===== config.mk =====
export PLATFORM = sky130hd
export DESIGN_NAME = phase_scheduler_flat
export DESIGN_NICKNAME = d
export VERILOG_FILES = /design/src/rtl/phase_scheduler_if.sv /design/src/rtl/phase_scheduler.sv /design/src/flat_wrapper.sv
export SDC_FILE = /design/constraint.sdc
export NUM_CORES = 1
export LEC_CHECK = 0
export ABC_AREA = 0
export BUFFER_PORTS_ARGS = -buffer_cell sky130_fd_sc_hd__buf_2
export CAP_MARGIN = 10
export CORE_MARGIN = 2
export CORE_UTILIZATION = 45
export DETAILED_ROUTE_END_ITERATION = 10
export PLACE_DENSITY = 0.66
export SLEW_MARGIN = 20
export SYNTH_ARGS = -nofsm -noshare
export SYNTH_HDL_FRONTEND = slang
export SYNTH_SLANG_ARGS = --single-unit

===== constraint.sdc =====
create_clock -name clk -period 4.2 [get_ports clk]
set_input_delay 0.84 -clock clk [delete_from_list [all_inputs] [get_ports clk]]
set_output_delay 0.84 -clock clk [all_outputs]
set_load 0.03 [all_outputs]

===== src/rtl/phase_scheduler_if.sv =====
// ---------------------------------------------------------------------------
// phase_scheduler_if
//   Bundles the note-event handshake, the tuning-word LUT hookup and the
//   per-voice phase output stream of phase_scheduler.
//
//   Parameters
//     VOICES   number of voice slots (2..16)
//     PHASE_W  phase accumulator / tuning word width
//
//   Signals (direction as seen from the scheduler, i.e. the slave modport)
//     i_sample_tick  in   one-cycle pulse that starts a phase-update sweep
//     i_note_valid   in   note event request
//     o_note_ready   out  note event accept (transfer on valid & ready)
//     i_note_on      in   1 = note-on, 0 = note-off
//     i_midi         in   MIDI note number of the event
//     o_tw_midi      out  note of the voice being swept, to the tuning LUT
//     i_tw           in   tuning word returned combinationally for o_tw_midi
//     o_phase_valid  out  o_phase / o_voice_idx / o_voice_midi are valid
//     o_voice_idx    out  voice index of o_phase
//     o_phase        out  updated phase of the voice
//     o_voice_midi   out  note of the voice, 0 = free
//     o_frame_done   out  pulse on the last voice of a sweep
//     o_overrun      out  pulse when a tick arrives during a sweep
//     o_drop         out  pulse when a note-on is discarded
//
//   Modports: master (event source / LUT / phase consumer), slave (scheduler)
// ---------------------------------------------------------------------------
interface phase_scheduler_if #(
    parameter int unsigned VOICES  = 4,
    parameter int unsigned PHASE_W = 16
);
    localparam int unsigned IDX_W = $clog2(VOICES);

    logic               i_sample_tick;
    logic               i_note_valid;
    logic               o_note_ready;
    logic               i_note_on;
    logic [6:0]         i_midi;
    logic [6:0]         o_tw_midi;
    logic [PHASE_W-1:0] i_tw;
    logic               o_phase_valid;
    logic [IDX_W-1:0]   o_voice_idx;
    logic [PHASE_W-1:0] o_phase;
    logic [6:0]         o_voice_midi;
    logic               o_frame_done;
    logic               o_overrun;
    logic               o_drop;

    modport master (
        output i_sample_tick, i_note_valid, i_note_on, i_midi, i_tw,
        input  o_note_ready, o_tw_midi, o_phase_valid, o_voice_idx, o_phase,
               o_voice_midi, o_frame_done, o_overrun, o_drop
    );

    modport slave (
        input  i_sample_tick, i_note_valid, i_note_on, i_midi, i_tw,
        output o_note_ready, o_tw_midi, o_phase_valid, o_voice_idx, o_phase,
               o_voice_midi, o_frame_done, o_overrun, o_drop
    );
endinterface


===== src/rtl/phase_scheduler.sv =====
// ---------------------------------------------------------------------------
// phase_scheduler
//   Polyphonic phase accumulator scheduler. Holds VOICES voice slots, each
//   with a MIDI note (0 = free) and a PHASE_W-bit phase. A sample tick starts
//   a sweep that visits one voice per cycle, looks up its tuning word through
//   a shared external LUT and streams the updated phase out. Note events are
//   accepted only between sweeps.
//
//   Ports
//     clk    system clock, rising edge
//     reset  asynchronous, active-high reset
//     bus    phase_scheduler_if.slave (handshake, LUT and phase stream)
//
//   Timing (tick sampled at edge T)
//     voice k result registered at edge T+1+k, o_frame_done at edge T+VOICES,
//     o_note_ready low from edge T until edge T+VOICES.
//
//   Configuration
//     VOICE_STEAL_EN  when defined, a note-on with all voices busy replaces
//                     the voice at a round-robin steal pointer; otherwise the
//                     note-on is dropped and o_drop pulses.
// ---------------------------------------------------------------------------
module phase_scheduler #(
    parameter int unsigned VOICES  = 4,
    parameter int unsigned PHASE_W = 16
) (
    input  logic             clk,
    input  logic             reset,
    phase_scheduler_if.slave bus
);
    localparam int unsigned IDX_W = $clog2(VOICES);
    localparam logic [IDX_W-1:0] LastIdx = IDX_W'(VOICES - 1);

    typedef enum logic [0:0] {StIdle, StSweep} state_e;

    state_e             state_q, state_d;
    logic [IDX_W-1:0]   cnt_q, cnt_d;

    // Voice table
    logic [6:0]         midi_q  [VOICES];
    logic [6:0]         midi_d  [VOICES];
    logic [PHASE_W-1:0] phase_q [VOICES];
    logic [PHASE_W-1:0] phase_d [VOICES];

`ifdef VOICE_STEAL_EN
    logic [IDX_W-1:0]   steal_q, steal_d;
`endif

    // Registered outputs
    logic               pvalid_q, pvalid_d;
    logic [IDX_W-1:0]   idx_q, idx_d;
    logic [PHASE_W-1:0] pout_q, pout_d;
    logic [6:0]         vmidi_q, vmidi_d;
    logic               done_q, done_d;
    logic               overrun_q, overrun_d;
    logic               drop_q, drop_d;

    // Event decode
    logic               accept;
    logic               match_found, free_found;
    logic [IDX_W-1:0]   match_idx, free_idx;

    // Voice currently visited by the sweep
    logic [6:0]         cur_midi;
    logic [PHASE_W-1:0] cur_phase;

    assign accept   = bus.i_note_valid && (state_q == StIdle);
    assign cur_midi = midi_q[cnt_q];
    // A free voice never accumulates; its phase stays pinned at 0.
    assign cur_phase = (cur_midi != 7'd0) ? (phase_q[cnt_q] + bus.i_tw) : '0;

    // Search for an active voice playing i_midi and for the lowest free slot.
    // Scanning downward lets the lowest index win.
    always_comb begin
        match_found = 1'b0;
        match_idx   = '0;
        free_found  = 1'b0;
        free_idx    = '0;
        for (int i = int'(VOICES) - 1; i >= 0; i--) begin
            if (midi_q[i] != 7'd0 && midi_q[i] == bus.i_midi) begin
                match_found = 1'b1;
                match_idx   = IDX_W'(i);
            end
            if (midi_q[i] == 7'd0) begin
                free_found = 1'b1;
                free_idx   = IDX_W'(i);
            end
        end
    end

    // Voice table next state. Events land only in IDLE and phase updates only
    // in SWEEP, so the two never write the table in the same cycle. An event
    // accepted together with a tick is therefore visible to the whole sweep.
    always_comb begin
        midi_d  = midi_q;
        phase_d = phase_q;
        drop_d  = 1'b0;
`ifdef VOICE_STEAL_EN
        steal_d = steal_q;
`endif
        if (accept) begin
            if (bus.i_note_on) begin
                if (bus.i_midi != 7'd0) begin
                    if (match_found) begin
                        phase_d[match_idx] = '0;             // retrigger
                    end else if (free_found) begin
                        midi_d[free_idx]  = bus.i_midi;
                        phase_d[free_idx] = '0;
                    end else begin
`ifdef VOICE_STEAL_EN
                        midi_d[steal_q]  = bus.i_midi;
                        phase_d[steal_q] = '0;
                        steal_d = (steal_q == LastIdx) ? '0 : steal_q + IDX_W'(1);
`else
                        drop_d = 1'b1;
`endif
                    end
                end
            end else if (match_found) begin
                midi_d[match_idx]  = '0;
                phase_d[match_idx] = '0;
            end
        end
        if (state_q == StSweep) begin
            phase_d[cnt_q] = cur_phase;
        end
    end

    // Sweep FSM and registered output stream
    always_comb begin
        state_d   = state_q;
        cnt_d     = cnt_q;
        pvalid_d  = 1'b0;
        idx_d     = '0;
        pout_d    = '0;
        vmidi_d   = '0;
        done_d    = 1'b0;
        overrun_d = 1'b0;
        unique case (state_q)
            StIdle: begin
                if (bus.i_sample_tick) begin
                    state_d = StSweep;
                    cnt_d   = '0;
                end
            end
            StSweep: begin
                overrun_d = bus.i_sample_tick;
                pvalid_d  = 1'b1;
                idx_d     = cnt_q;
                pout_d    = cur_phase;
                vmidi_d   = cur_midi;
                if (cnt_q == LastIdx) begin
                    done_d  = 1'b1;
                    state_d = StIdle;
                    cnt_d   = '0;
                end else begin
                    cnt_d = cnt_q + IDX_W'(1);
                end
            end
            default: begin
                state_d = StIdle;
                cnt_d   = '0;
            end
        endcase
    end

    always_ff @(posedge clk or posedge reset) begin
        if (reset) begin
            state_q   <= StIdle;
            cnt_q     <= '0;
            for (int i = 0; i < int'(VOICES); i++) begin
                midi_q[i]  <= '0;
                phase_q[i] <= '0;
            end
`ifdef VOICE_STEAL_EN
            steal_q   <= '0;
`endif
            pvalid_q  <= 1'b0;
            idx_q     <= '0;
            pout_q    <= '0;
            vmidi_q   <= '0;
            done_q    <= 1'b0;
            overrun_q <= 1'b0;
            drop_q    <= 1'b0;
        end else begin
            state_q   <= state_d;
            cnt_q     <= cnt_d;
            midi_q    <= midi_d;
            phase_q   <= phase_d;
`ifdef VOICE_STEAL_EN
            steal_q   <= steal_d;
`endif
            pvalid_q  <= pvalid_d;
            idx_q     <= idx_d;
            pout_q    <= pout_d;
            vmidi_q   <= vmidi_d;
            done_q    <= done_d;
            overrun_q <= overrun_d;
            drop_q    <= drop_d;
        end
    end

    assign bus.o_note_ready  = (state_q == StIdle);
    assign bus.o_tw_midi     = (state_q == StSweep) ? cur_midi : 7'd0;
    assign bus.o_phase_valid = pvalid_q;
    assign bus.o_voice_idx   = idx_q;
    assign bus.o_phase       = pout_q;
    assign bus.o_voice_midi  = vmidi_q;
    assign bus.o_frame_done  = done_q;
    assign bus.o_overrun     = overrun_q;
    assign bus.o_drop        = drop_q;

endmodule


===== src/flat_wrapper.sv =====
// flat-port wrapper written by rule: the top's interface ports become plain ports
module phase_scheduler_flat 
#(
    parameter int unsigned VOICES  = 4,
    parameter int unsigned PHASE_W = 16
)
  (clk, reset, bus_i_sample_tick, bus_i_note_valid, bus_i_note_on, bus_i_midi, bus_i_tw, bus_o_note_ready, bus_o_tw_midi, bus_o_phase_valid, bus_o_voice_idx, bus_o_phase, bus_o_voice_midi, bus_o_frame_done, bus_o_overrun, bus_o_drop);
  phase_scheduler_if #(.VOICES(VOICES), .PHASE_W(PHASE_W)) bus_i ();
  input  logic clk;
  input  logic reset;
  input wire logic [$bits(bus_i.i_sample_tick)-1:0] bus_i_sample_tick;
  input wire logic [$bits(bus_i.i_note_valid)-1:0] bus_i_note_valid;
  input wire logic [$bits(bus_i.i_note_on)-1:0] bus_i_note_on;
  input wire logic [$bits(bus_i.i_midi)-1:0] bus_i_midi;
  input wire logic [$bits(bus_i.i_tw)-1:0] bus_i_tw;
  output wire logic [$bits(bus_i.o_note_ready)-1:0] bus_o_note_ready;
  output wire logic [$bits(bus_i.o_tw_midi)-1:0] bus_o_tw_midi;
  output wire logic [$bits(bus_i.o_phase_valid)-1:0] bus_o_phase_valid;
  output wire logic [$bits(bus_i.o_voice_idx)-1:0] bus_o_voice_idx;
  output wire logic [$bits(bus_i.o_phase)-1:0] bus_o_phase;
  output wire logic [$bits(bus_i.o_voice_midi)-1:0] bus_o_voice_midi;
  output wire logic [$bits(bus_i.o_frame_done)-1:0] bus_o_frame_done;
  output wire logic [$bits(bus_i.o_overrun)-1:0] bus_o_overrun;
  output wire logic [$bits(bus_i.o_drop)-1:0] bus_o_drop;
  assign bus_i.i_sample_tick = bus_i_sample_tick;
  assign bus_i.i_note_valid = bus_i_note_valid;
  assign bus_i.i_note_on = bus_i_note_on;
  assign bus_i.i_midi = bus_i_midi;
  assign bus_i.i_tw = bus_i_tw;
  assign bus_o_note_ready = bus_i.o_note_ready;
  assign bus_o_tw_midi = bus_i.o_tw_midi;
  assign bus_o_phase_valid = bus_i.o_phase_valid;
  assign bus_o_voice_idx = bus_i.o_voice_idx;
  assign bus_o_phase = bus_i.o_phase;
  assign bus_o_voice_midi = bus_i.o_voice_midi;
  assign bus_o_frame_done = bus_i.o_frame_done;
  assign bus_o_overrun = bus_i.o_overrun;
  assign bus_o_drop = bus_i.o_drop;
  phase_scheduler #(.VOICES(VOICES), .PHASE_W(PHASE_W)) u_core (.clk(clk), .reset(reset), .bus(bus_i));
endmodule

==> results of run 1 <==
how the worst max path moves through the flow:
stage	slack, ns	end	start
floorplan	0.06	u_core.bus.o_drop$_DFF_PP0_	reset
global placement	0.60	u_core.phase_q[56]$_DFF_PP0_	u_core.cnt_q[0]$_DFFE_PP0P_
detailed placement	0.55	u_core.phase_q[56]$_DFF_PP0_	u_core.cnt_q[0]$_DFFE_PP0P_
CTS	0.55	u_core.phase_q[8]$_DFF_PP0_	u_core.cnt_q[0]$_DFFE_PP0P_
global route	0.30	u_core.phase_q[27]$_DFF_PP0_	u_core.cnt_q[0]$_DFFE_PP0P_
finish	0.59	u_core.phase_q[8]$_DFF_PP0_	u_core.cnt_q[0]$_DFFE_PP0P_
stage by stage:
| step | total power [W] | area, µm² | util (%) | setup slack, ns | instances |
|---|---|---|---|---|---|
| after floorplan | 0.00508 | 6420 | - | 0.0608 | 549 |
| after global placement | 0.00602 | 6930 | 49.7 | 0.604 | 775 |
| after detailed placement | 0.00612 | 6930 | 49.7 | 0.547 | 775 |
| after CTS | 0.00760 | 7520 | 54.0 | 0.548 | 807 |
| after global routing | 0.00811 | 7520 | 54.0 | 0.299 | 807 |
| final | 0.00760 | 7520 | 54.0 | 0.591 | 807 |
sequential cells by signal, indices dropped and copies added, names as in the netlist:
register and cells:
u_core.bus.o_drop 1, u_core.bus.o_frame_done 1, u_core.bus.o_overrun 1, u_core.bus.o_phase 16
u_core.bus.o_phase_valid 1, u_core.bus.o_voice_idx 2, u_core.bus.o_voice_midi 7, u_core.cnt_q 2
u_core.midi_q 28, u_core.phase_q 64, u_core.state_q 1
power by group through the flow:
stage          clock [W]  combinational [W]  sequential, W
2_1_floorplan          0            0.00287        0.00220
3_3_place_gp           0            0.00390        0.00212
3_5_place_dp           0            0.00398        0.00213
4_1_cts          0.00146            0.00400        0.00213
5_1_grt          0.00153            0.00439        0.00220
6_report         0.00145            0.00402        0.00213
final cells by class:
type	count	share of cell area [%]
tap	180	3.00
clock inverter	11	1.56
clock buffer	21	6.26
inverter	11	0.582
sequential	124	41.3
timing repair buffer	74	5.43
multi-input combinational	386	41.9
cells in the final DEF (no fill, tap or decap), drive strengths merged, types with 5 or more instances in the layout:
cell and instances:
dfrtp 124, and3 10, buf 74, nand4 5
nand3 15, nor2 28, clkbuf 21, inv 10
a22o 76, nand2 35, nor3 17, clkinvlp 5
a21oi 25, o21ai 9, xnor2 21, and2 22
mux4 23, clkinv 5, nor4 9, a211oi 5
xor2 17, ha 19
logic make-up after synthesis:
logic type / synth area share, %
xor+xnor: 5.18
compound gates: 17.5
fa+ha+maj: 4.01
mux: 8.59
flops: 48.3
simple gates: 13.8
buf+inv: 2.65
layer usage:
layer	vias up	wire, µm
met5	-	0
li1	2198	-
met2	188	7680
met1	2421	7500
met4	0	296
met3	29	1040
synth_stat cells (all sizes together) (2+ instances only):
library cell / count
o31ai: 3
nand3: 15
or4: 4
buf: 17
inv: 10
a21oi: 25
a22oi: 3
a2111oi: 2
o21ai: 9
nor3: 17
nand4: 5
ha: 19
mux4: 23
nand2: 35
or3: 3
nand2b: 3
a211oi: 5
and2: 22
a22o: 76
xnor2: 21
clkbuf: 11
a32o: 3
a21o: 4
xor2: 17
nor3b: 2
dfrtp: 124
nor4: 9
and3: 10
or2: 4
nor2: 28
worst max-delay path, stage by stage, from the launching register on:
cell      delay [ns]
dfrtp_1         0.75
mux4_2          0.58
ha_1            0.23
fa_1            0.46
a211oi_1        0.22
nor2_1          0.13
o21a_1          0.20
o41a_1          0.32
xor2_1          0.16
and2_1          0.21
a22o_1          0.24
==> results.ini, run 1 <==
[outcome]
run_status = complete, no violations

[synthesis]
async_flop_share_pct = 100
avgSynthCellArea_um2 = 11.7
synth_cells = 549
yosys.area.top_type = dfrtp_1
synth_warnings = 0
synth-seq-cells = 124
synth-edff-count = 0
seq_area_frac_synth_pct = 48.3
netlist_area_um2 = 6420
synth_cell_types = 66
synth.area.top_cells = dfrtp_1 48%, a22o_1 10%, mux4_2 8.1%
synth_fp_nets = 597
synth_top_area_share_pct = 48.3
synthFlopType = dfrtp_1

[global_route]
grt_pass1_vias = 4969
grtUsageTotal_pct = 23.6
grtUsageMet1_pct = 33.1
overflow = 0
antenna_found_initial = 0
use_met2_pct = 35.6
grt_pass1_wl_um = 26900
grtUsageMet3_pct = 5.95
busiest_layer = met2
grt_start_max_net_pins = 76

[finish]
fillers = 1177
finalNetCount = 662
multi_input_area_um2 = 3150
antennaDiodeCount = 0
synthToLayoutAreaGrowth_pct = 17.0
drive_gt1_share_pct = 24.2
ff_latch_area_um2 = 3100

[sta]
worst_pin_slew_ns = 0.923
tns_ns = 0
max_freq_mhz = 277
min_period_over_period_pct = 85.9
rsz0062_at_grt = no
drv_slew = 0
fin_skew_ns = 0.00862
setup_viol = 0
relSlewSlack_pct = 38.5
whs_ns = 0.491
fin_crit_ns = 3.61
hold_viol_final = 0

[floorplanning]
die_x_um = 123
die_area_um2 = 15200
die_y_um = 123
io_pins = 65
initial_core_util_pct = 46.1
core_area_um2 = 13900
std_cell_rows = 43

[drt]
routedWlPerCell_um = 20.5
routed_wl_um = 16500
drt_first_pass_iters = 6
vias = 4836
drtIter0Drc = 502
vias_per_cell = 5.99
ant_nets = 0
drc = 0

[critical_path]
cp-end-kind = flop
worstPathArrival_ns = 3.91
rrSetupSlack_ns = 0.59
critical_path.max_fanout = 10
critPathRequiredTime_ns = 4.50
reg2reg_from = u_core.cnt_q[0]$_DFFE_PP0P_
worstSetupPathType = flop to flop
critPathLaunchType = flop
ff2ff_path_depth = 10
rr_endpoint = u_core.phase_q[8]$_DFF_PP0_

[power]
power_density_nw_per_um2 = 1010
power_frac_seq_pct = 28.1
switching_share_pct = 42.8
power_switching_w = 0.00325
power_frac_comb_pct = 52.9
power.internal_w = 0.00435
ir_drop_uv = 378
p_clk_share_pct = 19.1
p_leak_nw = 3.47

[clock_tree]
clock_sinks = 124
clkTransAtPathRegs_ns = 0.06
cts.repair.resized = 0
tritoncts = yes
clock_latency_ns = 0.41
hold_buffers = 0
cts-root-buf = clkbuf_16
h-tree-depth = 4
ctsLongestPathBuffers = 2
cts_setup_buffers = 0
numCtsBuffers = 17

[min_path]
whs_endpoint = u_core.phase_q[51]$_DFF_PP0_
hold_path_depth = 1
hp-class = flop to flop
min_from = u_core.phase_q[51]$_DFF_PP0_

[job]
cap_violations = 0

[place]
dp_hpwl_um = 11700
port_buffers = 64
place.gp.congestion = 0.893

No activity file was read; power rests on OpenSTA's default activity.
==> inputs of run 2 (changes only) <==
Settings changed: CORE_ASPECT_RATIO set to 0.6.
==> results.ini, run 2 (synthesized netlist as in run 1, its figures left out) <==
[sta]
whs_ns = 0.497  ; +0.00647 ns
setup_viol = 0  ; unchanged
worst_pin_slew_ns = 0.901  ; -0.0217 ns
fin_crit_ns = 3.63  ; +0.0232 ns
drv_slew = 0  ; unchanged
hold_viol_final = 0  ; unchanged
relSlewSlack_pct = 39.9  ; +1.4 points
max_freq_mhz = 275  ; -0.64%
tns_ns = 0  ; unchanged
fin_skew_ns = 0.0103  ; +0.00171 ns
rsz0062_at_grt = no
min_period_over_period_pct = 86.5  ; +0.55 points

[critical_path]
reg2reg_from = u_core.cnt_q[0]$_DFFE_PP0P_
cp-end-kind = flop
worstPathArrival_ns = 3.93  ; +0.02 ns
critical_path.max_fanout = 21  ; +11
worstSetupPathType = flop to flop
crit_start = u_core.cnt_q[0]$_DFFE_PP0P_
critPathRequiredTime_ns = 4.50  ; about the same
critPathLaunchType = flop

[clock_tree]
h-tree-depth = 4  ; unchanged
hold_buffers = 0  ; unchanged
cts-root-buf = clkbuf_16
ctsLongestPathBuffers = 2  ; unchanged
tritoncts = yes
cts_setup_buffers = 0  ; unchanged
clkTransAtPathRegs_ns = 0.06  ; about the same
cts.repair.resized = 0  ; unchanged
numCtsBuffers = 17  ; unchanged
clock_sinks = 124  ; unchanged
clock_latency_ns = 0.42  ; about the same

[finish]
stdcell_count = 818  ; +1.4%
antennaDiodeCount = 0  ; unchanged
final_cell_mix = 124 x dfrtp_1, 76 x a22o_1, 64 x buf_2
finalNetCount = 661  ; -0.15%
drive_gt1_share_pct = 24.3  ; +0.039 points
regMostFlops = u_core.phase_q
fin_area_um2 = 7540  ; +0.35%
synthToLayoutAreaGrowth_pct = 17.5
post-route-util_pct = 54.7  ; +0.75 points
final_common_cell = dfrtp_1
largest_reg_flops = 64  ; unchanged

[drt]
drtIter0Drc = 511  ; +1.8%
vias_per_cell = 6.09  ; +1.6%
routedWlPerCell_um = 22.0  ; +7.6%
drt_first_pass_iters = 5  ; -1
routed_wl_um = 18000  ; +9.0%
vias = 4982  ; +3.0%
drc = 0  ; unchanged
ant_nets = 0  ; unchanged

[place]
place.gp.congestion = 0.949  ; +6.2%
dp_cells = 786  ; +1.4%
place_area_um2 = 6930  ; about the same
dp_hpwl_um = 12300  ; +5.8%
port_buffers = 64  ; unchanged

[global_route]
antenna_found_initial = 0  ; unchanged
grtUsageTotal_pct = 25.2  ; +1.7 points
grt_pass1_vias = 4901  ; -1.4%
grt_start_max_net_pins = 74  ; -2.6%
overflow = 0  ; unchanged
grt_pass1_wl_um = 28100  ; +4.4%

[job]
cap_violations = 0  ; unchanged

[power]
power_frac_comb_pct = 52.7  ; -0.2 points
ir_drop_uv = 387  ; +2.3%
power_frac_seq_pct = 27.5  ; -0.6 points
switching_share_pct = 43.6  ; +0.75 points
p_clk_share_pct = 19.7  ; +0.6 points
power_switching_w = 0.00339  ; +4.1%
p_leak_nw = 3.48  ; +0.27%
power.internal_w = 0.00439  ; +1.0%
power_density_nw_per_um2 = 1030  ; +2.0%

[outcome]
run_status = complete, no violations

[floorplanning]
die_area_um2 = 15300  ; +0.21%
die_y_um = 96.5  ; -22%
core_area_um2 = 13800  ; -1.0%
die_x_um = 158  ; +28%
io_pins = 65  ; unchanged
initial_core_util_pct = 46.6  ; +0.48 points
std_cell_rows = 33  ; -23%

[min_path]
hp-class = flop to flop
min_from = u_core.phase_q[20]$_DFF_PP0_

run 2: cell types whose count changed in the layout (fill, tap and decap cells not counted):
cell,change
buf_12,-1
bufinv_16,+1
clkbuf_1,-1
clkbuf_8,-1
clkinv_2,-2
clkinv_4,+4
clkinvlp_4,-2
inv_6,+1
run 2: final timing paths:
path	end	slack [ns]	cells past startpoint
worst min register to register	u_core.phase_q[20]$_DFF_PP0_	0.50	1
worst min-delay path	u_core.phase_q[20]$_DFF_PP0_	0.50	1
max in group asynchronous	u_core.midi_q[12]$_DFFE_PP0P_	2.66	3
worst max register to register	u_core.phase_q[30]$_DFF_PP0_	0.57	10
worst max-delay path	u_core.phase_q[30]$_DFF_PP0_	0.57	10
min in group asynchronous	u_core.bus.o_phase_valid$_DFF_PP0_	0.63	2
run 2: stage by stage:
stage / total power, W / setup slack [ns]
after floorplan: 0.00508 / 0.0608
after CTS: 0.00772 / 0.536
after detailed placement: 0.00615 / 0.569
after global routing: 0.00826 / 0.220
after global placement: 0.00604 / 0.672
final: 0.00778 / 0.567
run 2: worst max-delay path: stages (launching register included):
cell	delay, ns
dfrtp_1	0.66
buf_4	0.46
mux4_2	0.56
ha_1	0.41
nand3_1	0.17
nor2_1	0.16
a21oi_1	0.15
a211o_1	0.34
mux2_2	0.24
nand2_1	0.10
a22o_1	0.25
run 2: power by group through the flow:
stage	clock network (W)	logic (W)	registers [W]
floorplan	0	0.00287	0.00220
global placement	0	0.00392	0.00212
detailed placement	0	0.00402	0.00212
CTS	0.00155	0.00406	0.00212
global route	0.00161	0.00446	0.00220
finish	0.00153	0.00410	0.00214
run 2: layout make-up:
cell class                 count  area [µm²]
inverter                      11        43.8
timing repair buffer          73         388
sequential                   124        3100
multi-input combinational    386        3150
tap                          192         240
clock inverter                13         166
clock buffer                  19         453
fill                        1187        6250
run 2: metal layers:
metal / vias to the layer above / track usage (%) / wire [µm]
li1: 2200 / - / -
met1: 2485 / 38.7 / 8540
met2: 277 / 33.3 / 7080
met3: 20 / 8.21 / 2170
met4: 0 / 7.88 / 213
met5: - / 0 / 0
